==> src/rtl/aes_pkg.sv <==
// Shared AES definitions for the inverse MixColumns datapath: GF(2^8) helpers,
// the inverse coefficient row, column geometry and the engine FSM encoding.
package aes_pkg;

  localparam int unsigned ColWidth = 32;
  localparam int unsigned ColCount = 4;
  localparam int unsigned StateWidth = ColWidth * ColCount;

  // Row 0 coefficients {0e,0b,0d,09}; each lower row uses this row rotated right once more.
  localparam logic [7:0]  InvCoef0    = 8'h0e;
  localparam logic [7:0]  InvCoef1    = 8'h0b;
  localparam logic [7:0]  InvCoef2    = 8'h0d;
  localparam logic [7:0]  InvCoef3    = 8'h09;
  localparam logic [31:0] InvCoeffRow = {InvCoef0, InvCoef1, InvCoef2, InvCoef3};

  typedef enum logic [1:0] {
    StIdle = 2'd0,
    StBusy = 2'd1,
    StDone = 2'd2
  } inv_mix_state_e;

  // Multiply by x modulo x^8+x^4+x^3+x+1.
  function automatic logic [7:0] xtime(input logic [7:0] b);
    return {b[6:0], 1'b0} ^ (b[7] ? 8'h1b : 8'h00);
  endfunction

  function automatic logic [7:0] mul09(input logic [7:0] b);
    return xtime(xtime(xtime(b))) ^ b;
  endfunction

  function automatic logic [7:0] mul0b(input logic [7:0] b);
    return xtime(xtime(xtime(b))) ^ xtime(b) ^ b;
  endfunction

  function automatic logic [7:0] mul0d(input logic [7:0] b);
    return xtime(xtime(xtime(b))) ^ xtime(xtime(b)) ^ b;
  endfunction

  function automatic logic [7:0] mul0e(input logic [7:0] b);
    return xtime(xtime(xtime(b))) ^ xtime(xtime(b)) ^ xtime(b);
  endfunction

  // Coefficient is always a constant at the call sites, so this folds to one multiplier.
  function automatic logic [7:0] mul_inv_coef(input logic [7:0] coef, input logic [7:0] b);
    logic [7:0] res;
    case (coef)
      InvCoef0: res = mul0e(b);
      InvCoef1: res = mul0b(b);
      InvCoef2: res = mul0d(b);
      default:  res = mul09(b);
    endcase
    return res;
  endfunction

endpackage

==> src/rtl/inv_mix_single_column.sv <==
// Combinational InvMixColumns of one 32-bit column (row 0 in the MSB byte).
module inv_mix_single_column
  import aes_pkg::*;
(
  input  logic [ColWidth-1:0] col_i,
  output logic [ColWidth-1:0] col_o
);

  logic [7:0] row_in [4];
  logic [7:0] acc;

  // Split the column into its four row bytes.
  always_comb begin
    for (int r = 0; r < 4; r++) begin
      row_in[r] = col_i[31-8*r -: 8];
    end
  end

  // Output row r uses the coefficient row rotated right by r positions.
  always_comb begin
    col_o = '0;
    acc   = '0;
    for (int r = 0; r < 4; r++) begin
      acc = '0;
      for (int i = 0; i < 4; i++) begin
        acc = acc ^ mul_inv_coef(InvCoeffRow[31-8*((i-r+4)%4) -: 8], row_in[i]);
      end
      col_o[31-8*r -: 8] = acc;
    end
  end

endmodule

==> src/rtl/inv_mixcolumn_iter.sv <==
// Iterative AES InvMixColumns engine: accepts a 128-bit state, transforms
// COLS_PER_CYCLE columns per clock in place, then holds the result until taken.
module inv_mixcolumn_iter
  import aes_pkg::*;
#(
  parameter int unsigned COLS_PER_CYCLE = 1
) (
  input  logic                  clk,
  input  logic                  rst,
  input  logic                  in_valid,
  output logic                  in_ready,
  input  logic [StateWidth-1:0] data_in,
  output logic                  out_valid,
  input  logic                  out_ready,
  output logic [StateWidth-1:0] data_out,
  output logic                  busy
);

  if (!(COLS_PER_CYCLE == 1 || COLS_PER_CYCLE == 2 || COLS_PER_CYCLE == 4)) begin : gen_bad_cfg
    $error("inv_mixcolumn_iter: COLS_PER_CYCLE must be 1, 2 or 4");
  end

  // A step of 4 truncates to 0, which is exactly the 2-bit wrap wanted.
  localparam logic [1:0] ColStep = 2'(COLS_PER_CYCLE);
  localparam logic [1:0] LastCnt = 2'(ColCount - COLS_PER_CYCLE);

  inv_mix_state_e        state_q;
  logic [1:0]            col_cnt_q;
  logic [StateWidth-1:0] data_q;
  logic                  out_valid_q;
  logic                  busy_q;

  logic [1:0]            col_idx [COLS_PER_CYCLE];
  logic [ColWidth-1:0]   col_in  [COLS_PER_CYCLE];
  logic [ColWidth-1:0]   col_out [COLS_PER_CYCLE];
  logic [StateWidth-1:0] data_step;
  logic                  accept;

  // Ready is masked by rst so a same-cycle request can never be captured.
  assign in_ready  = (state_q == StIdle) && !rst;
  assign accept    = in_valid && in_ready;
  assign out_valid = out_valid_q;
  assign data_out  = data_q;
  assign busy      = busy_q;

  // Column k lives at bits [127-32k -: 32]; {~idx, 5'b0} is 32*(3-idx).
  for (genvar j = 0; j < COLS_PER_CYCLE; j++) begin : gen_col
    assign col_idx[j] = col_cnt_q + 2'(j);
    assign col_in[j]  = data_q[{~col_idx[j], 5'b0} +: ColWidth];

    inv_mix_single_column u_col (
      .col_i (col_in[j]),
      .col_o (col_out[j])
    );
  end

  // Next state register value in BUSY: overwrite the columns handled this cycle.
  always_comb begin
    data_step = data_q;
    for (int j = 0; j < COLS_PER_CYCLE; j++) begin
      data_step[{~col_idx[j], 5'b0} +: ColWidth] = col_out[j];
    end
  end

  // Engine FSM with registered out_valid/busy and the in-place state register.
  always_ff @(posedge clk) begin
    if (rst) begin
      state_q     <= StIdle;
      col_cnt_q   <= '0;
      data_q      <= '0;
      out_valid_q <= 1'b0;
      busy_q      <= 1'b0;
    end else begin
      case (state_q)
        StIdle: begin
          if (accept) begin
            data_q    <= data_in;
            col_cnt_q <= '0;
            busy_q    <= 1'b1;
            state_q   <= StBusy;
          end
        end
        StBusy: begin
          data_q    <= data_step;
          col_cnt_q <= col_cnt_q + ColStep;
          if (col_cnt_q == LastCnt) begin
            out_valid_q <= 1'b1;
            state_q     <= StDone;
          end
        end
        StDone: begin
          if (out_ready) begin
            out_valid_q <= 1'b0;
            busy_q      <= 1'b0;
            state_q     <= StIdle;
          end
        end
        default: begin
          out_valid_q <= 1'b0;
          busy_q      <= 1'b0;
          state_q     <= StIdle;
        end
      endcase
    end
  end

endmodule

==> config.mk <==
export PLATFORM = sky130hd
export DESIGN_NAME = inv_mixcolumn_iter
export DESIGN_NICKNAME = d
export VERILOG_FILES = /design/src/rtl/aes_pkg.sv /design/src/rtl/inv_mix_single_column.sv /design/src/rtl/inv_mixcolumn_iter.sv
export SDC_FILE = /design/constraint.sdc
export NUM_CORES = 1
export LEC_CHECK = 0
export ABC_CLOCK_PERIOD_IN_PS = 3400
export CAP_MARGIN = 30
export CORE_ASPECT_RATIO = 1.4
export CORE_MARGIN = 1.5
export CORE_UTILIZATION = 44
export DETAILED_ROUTE_END_ITERATION = 8
export GPL_TIMING_DRIVEN = 1
export PLACE_DENSITY_LB_ADDON = 0.2
export SYNTH_ARGS = -nofsm -noshare
export SYNTH_HDL_FRONTEND = slang
export SYNTH_SLANG_ARGS = --single-unit
==> constraint.sdc <==
create_clock -name clk -period 3.4 [get_ports clk]
set_input_delay 0.68 -clock clk [delete_from_list [all_inputs] [get_ports clk]]
set_output_delay 0.68 -clock clk [all_outputs]
set_load 0.02 [all_outputs]
==> summary.txt, run 1 <==
Die
  – Die area: 20870 um^2
  – Initial core utilization: 0.4452
  – Die Y: 170.3 um
  – Core Rows: 61
  – Core area: 19770 um^2
  – I/O pins: 263
  – Die Width: 122.5 um

Layout
  – Share of cells above drive strength 1: 0.1765
  – Commonest non-fill, non-tap cell in the layout: clkdlybuf4s50_1
  – Commonest cells after routing, fill and taps aside: clkdlybuf4s50_1, nor2_1, dfxtp_1
  – Post-layout net count: 1279
  – Antenna diode count: 0
  – Filler cell count: 1616
  – Layout area overhead: 43.87%

Route
  – 1st-iter DRT viols: 826
  – Final ANT Viol Nets: 0
  – WL/cell: 25.12 um
  – Vias per cell: 6.177
  – Wirelength, routed: 35370 um
  – Drt first pass iters: 5
  – DRC: 0
  – Routed via count: 8697

Critical path
  – Setup crit start kind: flop
  – Worst r2r dst: data_out[75]
  – Slowest CP cell: mux4_2
  – Flop2flop setup slack: 0.12 ns
  – Cells along the critical path: mux4_2 > xnor2_2 > xnor3_1 > xnor3_1 > xor2_2 > a221oi_1 > nor3_1
  – Cell family with the largest share of critical-path delay: XOR/XNOR gates
  – Number of cells on the worst reg-to-reg path: 7
  – CP peak stage delay: 0.72 ns
  – Crit Path Max Fanout: 12
  – CP dominant cell by count: xnor3_1
  – Critical Path AT: 3.62 ns
  – Bufs and invs on worst path: 0
  – Endpoint type of the worst setup path: flop
  – CP Class: reg -> reg
  – Critical path data required time: 3.74 ns
  – Crit Reg-Reg Startpoint: col_cnt_q[1]

Clock network
  – CTS tree: done
  – Postcts setup bufs: 0
  – Worst-skew pair later-pin latency: 0.43 ns
  – Max Root-Sink Buffers: 2
  – Cts bufs inserted: 17
  – Sink Count: 134
  – H-tree depth: 4
  – Root Buffer: clkbuf_16
  – Clk slew on worst S/H paths: 0.06 ns

Synthesis
  – Syn Area/Cell: 10.01 um^2
  – Post-Synthesis Cells: 879
  – Yosys top cell by area: dfxtp_1
  – Top FF cell, synth: dfxtp_1
  – Synth cell types: 37
  – Syn Nets: 1015
  – Synthesis-stage register bit count: 134
  – Yosys warns: 0
  – Synth area leaders: dfxtp_1, xnor2_1, a221oi_1, mux4_2, nor3_1
  – FFs w/ async S/R, synth: 0
  – Syn Std Cell Area: 8801 um^2
  – Post-synth top area share: 0.3048
  – Register area share after synthesis: 0.3048
  – Number of flops mapped to enable cells by yosys: 0

Timing
  – Hold Violations, Final: 0
  – Worst rel slew slack: 0.3424
  – Crit share post-route: 0.9644
  – Min Clock Period, post-route: 3.279 ns
  – Final setup margin: 0.1210 ns
  – Achievable Freq: 0.3050 GHz
  – Unrepaired setup endpoints after global routing: no
  – Final setup violation count: 0
  – Least-Margin Pin Slew: 0.9864 ns
  – Pins over their slew limit: 0
  – Fin Clk Skew: 0.01180 ns

Global route
  – Pin count of the biggest net entering global routing: 88
  – First-pass GRT wire length: 51490 um
  – Initial antenna violation count: 0
  – Vias in the first global route: 8582
  – Total GRT Usage: 0.3357
  – Total grt overflow: 0

Status
  – Status: finished clean

Pwr
  – Clock power share: 0.175
  – Power share of the combinational group: 0.658
  – Sw Ratio: 0.4483
  – Internal: 6200 uW
  – Cell Pwr Density: 887.4 nW/um^2
  – Worst VDD drop: 0.7052 mV
  – NetSw: 5037 uW
  – Total power after layout: 11240 uW
  – Leakage: 0.004677 uW
  – Sequential Power Share: 0.167

Placement
  – Gpl congestion: 0.9877
  – Dpl ws: -0.009308 ns
  – PortBufs: 262
  – Post-DP HPWL: 25770 um

Hold path
  – Hold path startpoint: out_valid
  – Hold path endpoint: out_valid
  – Hold Path Class: reg -> reg
  – Hold Path Depth: 2

Run
  – Max-cap viol count: 0
cell usage after synthesis, types with 2 or more instances:
master and count:
dfxtp_1 134, nor2_1 134, nor3_1 119, xnor2_1 117
a221oi_1 114, clkbuf_1 60, mux4_2 28, xor2_1 25
buf_2 20, xnor3_1 20, xnor2_2 18, a221oi_2 14
nor3_2 12, nand2_1 9, a21oi_1 8, a21o_1 4
buf_6 4, ha_1 4, mux4_1 4, nand2b_1 4
xnor3_2 4, xnor2_4 3, buf_4 2, inv_1 2
nor4_1 2, xor3_1 2, xor3_2 2
worst max-delay path by stage:
stage | startpoint | end | slack [ns] | cells past startpoint
final | col_cnt_q[1] | data_out[75] | 0.12 | 7
after global routing | col_cnt_q[0] | data_out[117] | 0.03 | 9
after CTS | col_cnt_q[1] | data_out[107] | -0.01 | 7
after detailed placement | col_cnt_q[1] | data_out[118] | -0.009 | 8
after global placement | col_cnt_q[1] | data_out[22] | 0.02 | 8
after floorplan | col_cnt_q[0] | data_out[108] | 0.26 | 10
registers in the layout, indices dropped and copies added (netlist names):
signal and count:
col_cnt_q 2, out_valid 1, busy 1, data_out 128
state_q 2
cells by family after synthesis:
kind of cell,after synthesis,synth area share
XOR/XNOR,193,0.2620
adder cells (fa/ha/maj),4,0.005687
multiplexers,32,0.08359
AND/OR/NAND/NOR,283,0.1486
AO/OA/AOI/OAI,144,0.1484
buffers and inverters,89,0.04692
flip-flops,134,0.3048
worst register-to-register path, stage by stage, from the launching register on:
cell and delay, ns:
dfxtp_4 0.48, mux4_2 0.72, xnor2_2 0.30, xnor3_1 0.53, xnor3_1 0.46, xor2_2 0.38, a221oi_1 0.13, nor3_1 0.20
metrics by stage:
| step | hold slack [ns] | area, um^2 | util | std cells | setup TNS, ns |
|---|---|---|---|---|---|
| 2_1_floorplan | 0.5334 | 8801 | - | 879 | 0 |
| 3_5_place_dp | 0.4837 | 11980 | 0.6062 | 1376 | -0.01594 |
| 5_1_grt | 0.5145 | 12660 | 0.6405 | 1408 | 0 |
| 4_1_cts | 0.4959 | 12620 | 0.6386 | 1408 | -0.01278 |
| 3_3_place_gp | 0.4573 | 11980 | 0.6062 | 1376 | 0 |
| 6_report | 0.4856 | 12660 | 0.6405 | 1408 | 0 |
area by class of cell:
type,count,area [um^2],area share
Clock buffer,17,425.4,0.03360
Clock inverter,15,191.4,0.01512
Inverter,2,7.507,0.0005929
Multi-Input combinational cell,656,5837,0.4610
Sequential cell,134,2690,0.2125
Tap cell,252,315.3,0.02490
Timing Repair Buffer,332,3196,0.2524
routing by layer:
layer / global-route usage / part of all wire / wire length, um / vias up
met3: 0.06769 / 0.097 / 3441 / 118
met5: 0 / 0 / 0 / -
met2: 0.5528 / 0.49 / 17330 / 591
met1: 0.4228 / 0.37 / 13100 / 4197
met4: 0.1481 / 0.043 / 1504 / 0
li1: - / - / - / 3791
power by group through the flow:
stage | sequential (uW) | clock (uW) | combinational, uW
global placement | 1910 | 0 | 7100
detailed placement | 1910 | 0 | 7100
floorplan | 2020 | 0 | 4510
CTS | 1880 | 1960 | 7260
global route | 1890 | 2030 | 7670
finish | 1880 | 1970 | 7390
repair_timing:
item	in CTS	in global routing
endpoints found under the setup margin	5	33
hold buffers	0	0
gates cloned	0	0
resized for setup	3	6
Note: power is estimated with default switching activity, not from simulation.
==> run 2, diff against run 1 <==
--- a/config.mk
+++ b/config.mk
@@ -10,9 +10,10 @@
 export CORE_ASPECT_RATIO = 1.4
 export CORE_MARGIN = 1.5
 export CORE_UTILIZATION = 44
+export CTS_BUF_LIST = sky130_fd_sc_hd__clkbuf_8 sky130_fd_sc_hd__clkbuf_16
 export DETAILED_ROUTE_END_ITERATION = 8
 export GPL_TIMING_DRIVEN = 1
-export PLACE_DENSITY_LB_ADDON = 0.2
+export PLACE_DENSITY = 0.75
 export SYNTH_ARGS = -nofsm -noshare
 export SYNTH_HDL_FRONTEND = slang
 export SYNTH_SLANG_ARGS = --single-unit
==> summary.txt, run 2 (synthesis gave the netlist of run 1 again) <==
Status
  – Status: finished clean

Route
  – DRC: 0
  – 1st-iter DRT viols: 951
  – Routed via count: 8853
  – WL/cell: 25.19 um
  – Wirelength, routed: 35610 um
  – Final ANT Viol Nets: 0
  – Vias per cell: 6.261
  – Drt first pass iters: 6

Pwr
  – Leakage: 0.004722 uW
  – Cell Pwr Density: 879.0 nW/um^2
  – Worst VDD drop: 0.5293 mV

Critical path
  – Worst r2r dst: data_out[75]
  – Critical path data required time: 3.69 ns
  – Critical Path AT: 3.58 ns
  – Flop2flop setup slack: 0.12 ns
  – Endpoint type of the worst setup path: flop
  – Crit Path Max Fanout: 12
  – Crit Reg-Reg Startpoint: col_cnt_q[0]
  – CP Class: reg -> reg
  – Number of cells on the worst reg-to-reg path: 9
  – Setup crit start kind: flop

Timing
  – Least-Margin Pin Slew: 1.022 ns
  – WHS: 0.4684 ns
  – TNS Setup: 0 ns
  – Achievable Freq: 0.3045 GHz
  – Final setup violation count: 0
  – Unrepaired setup endpoints after global routing: no
  – Worst rel slew slack: 0.3188
  – Hold Violations, Final: 0
  – Pins over their slew limit: 0
  – Min Clock Period, post-route: 3.284 ns
  – Crit share post-route: 0.9659
  – Fin Clk Skew: 0.008759 ns

Clock network
  – Sink Count: 134
  – Root Buffer: clkbuf_16
  – Max Root-Sink Buffers: 2
  – CTS tree: done
  – Cts bufs inserted: 17
  – Clk slew on worst S/H paths: 0.06 ns
  – H-tree depth: 4
  – Worst-skew pair later-pin latency: 0.43 ns

Die
  – Core Rows: 61
  – Die area: 20870 um^2
  – I/O pins: 263
  – Die Width: 122.5 um
  – Core area: 19770 um^2
  – Die Y: 170.3 um
  – Initial core utilization: 0.4452

Global route
  – Pin count of the biggest net entering global routing: 91
  – First-pass GRT wire length: 52310 um
  – Initial antenna violation count: 0
  – Total grt overflow: 0
  – Vias in the first global route: 8747
  – Total GRT Usage: 0.3413

Placement
  – Gpl congestion: 0.9650
  – PortBufs: 262
  – Post-DP HPWL: 26160 um

Hold path
  – Hold Path Depth: 2
  – Hold path startpoint: out_valid
  – Hold Path Class: reg -> reg
  – Hold path endpoint: out_valid

Layout
  – Commonest cells after routing, fill and taps aside: clkdlybuf4s50_1, nor2_1, dfxtp_1
  – Filler cell count: 1600
  – Post-layout net count: 1285
  – Antenna diode count: 0
  – Commonest non-fill, non-tap cell in the layout: clkdlybuf4s50_1
  – Util after Layout: 0.6451
  – Max reg flops: 128
  – Layout area overhead: 44.90%
  – Register area: 2688 um^2
  – Multi-input logic area: 5833 um^2
  – Share of cells above drive strength 1: 0.1816

Run
  – Max-cap viol count: 0
run 2: cell count changes in the layout (fill, tap and decap cells not counted), moves of 2 or more:
cell      change
buf_12        +5
clkinv_4      +3
inv_6         -3
buf_6         +2
run 2: per-stage QoR:
| step | setup WS [ns] | power [uW] | cells | instance area, um^2 |
|---|---|---|---|---|
| after detailed placement | -0.06565 | 8989 | 1378 | 12070 |
| after global placement | -0.02323 | 8976 | 1376 | 12050 |
| after floorplan | 0.2581 | 6536 | 879 | 8801 |
| after CTS | -0.004316 | 11010 | 1410 | 12690 |
| final | 0.1158 | 11210 | 1414 | 12750 |
| after global routing | 0.004562 | 11590 | 1414 | 12750 |
run 2: what timing repair did:
| action | CTS | global route |
|---|---|---|
| pin swaps | 0 | 1 |
| hold endpoints to repair | 0 | 0 |
| setup buffers | 0 | 4 |
| resized for setup | 5 | 4 |
| setup endpoints to repair | 11 | 87 |
| hold buffers | 0 | 0 |
run 2: layout make-up:
| cell class | instances | area share |
|---|---|---|
| repair buffers | 338 | 0.2596 |
| flip-flops and latches | 134 | 0.2108 |
| inverters | 2 | 0.0005887 |
| clock inverters | 15 | 0.01354 |
| clock buffers | 17 | 0.03336 |
| well taps | 252 | 0.02473 |
| multi-input cells | 656 | 0.4574 |
run 2: worst max-delay path, cell delays in order (launching register included):
cell	delay, ns
dfxtp_4	0.46
buf_4	0.15
mux4_2	0.61
buf_4	0.20
xnor2_1	0.25
xnor3_1	0.32
xnor3_1	0.44
xor2_2	0.25
a221oi_1	0.38
nor3_1	0.08
run 2: power breakdown:
group / total (uW) / switching, uW / internal, uW
registers: 1880 / 156 / 1720
clock network: 1890 / 795 / 1100
logic: 7440 / 4100 / 3340
run 2: per-layer routing:
metal	global-route usage	up-vias	part of all wire
met3	0.07138	133	0.10
met5	0	-	0
met4	0.1608	0	0.048
met1	0.4221	4257	0.35
li1	-	3796	-
met2	0.5640	667	0.50
run 2: worst max-delay path by stage:
| stage | startpoint | endpoint | cells past startpoint |
|---|---|---|---|
| 2_1_floorplan | col_cnt_q[0] | data_out[108] | 10 |
| 6_report | col_cnt_q[0] | data_out[75] | 9 |
| 4_1_cts | col_cnt_q[0] | data_out[109] | 8 |
| 5_1_grt | col_cnt_q[0] | data_out[75] | 8 |
| 3_3_place_gp | col_cnt_q[0] | data_out[85] | 9 |
| 3_5_place_dp | col_cnt_q[0] | data_out[21] | 9 |
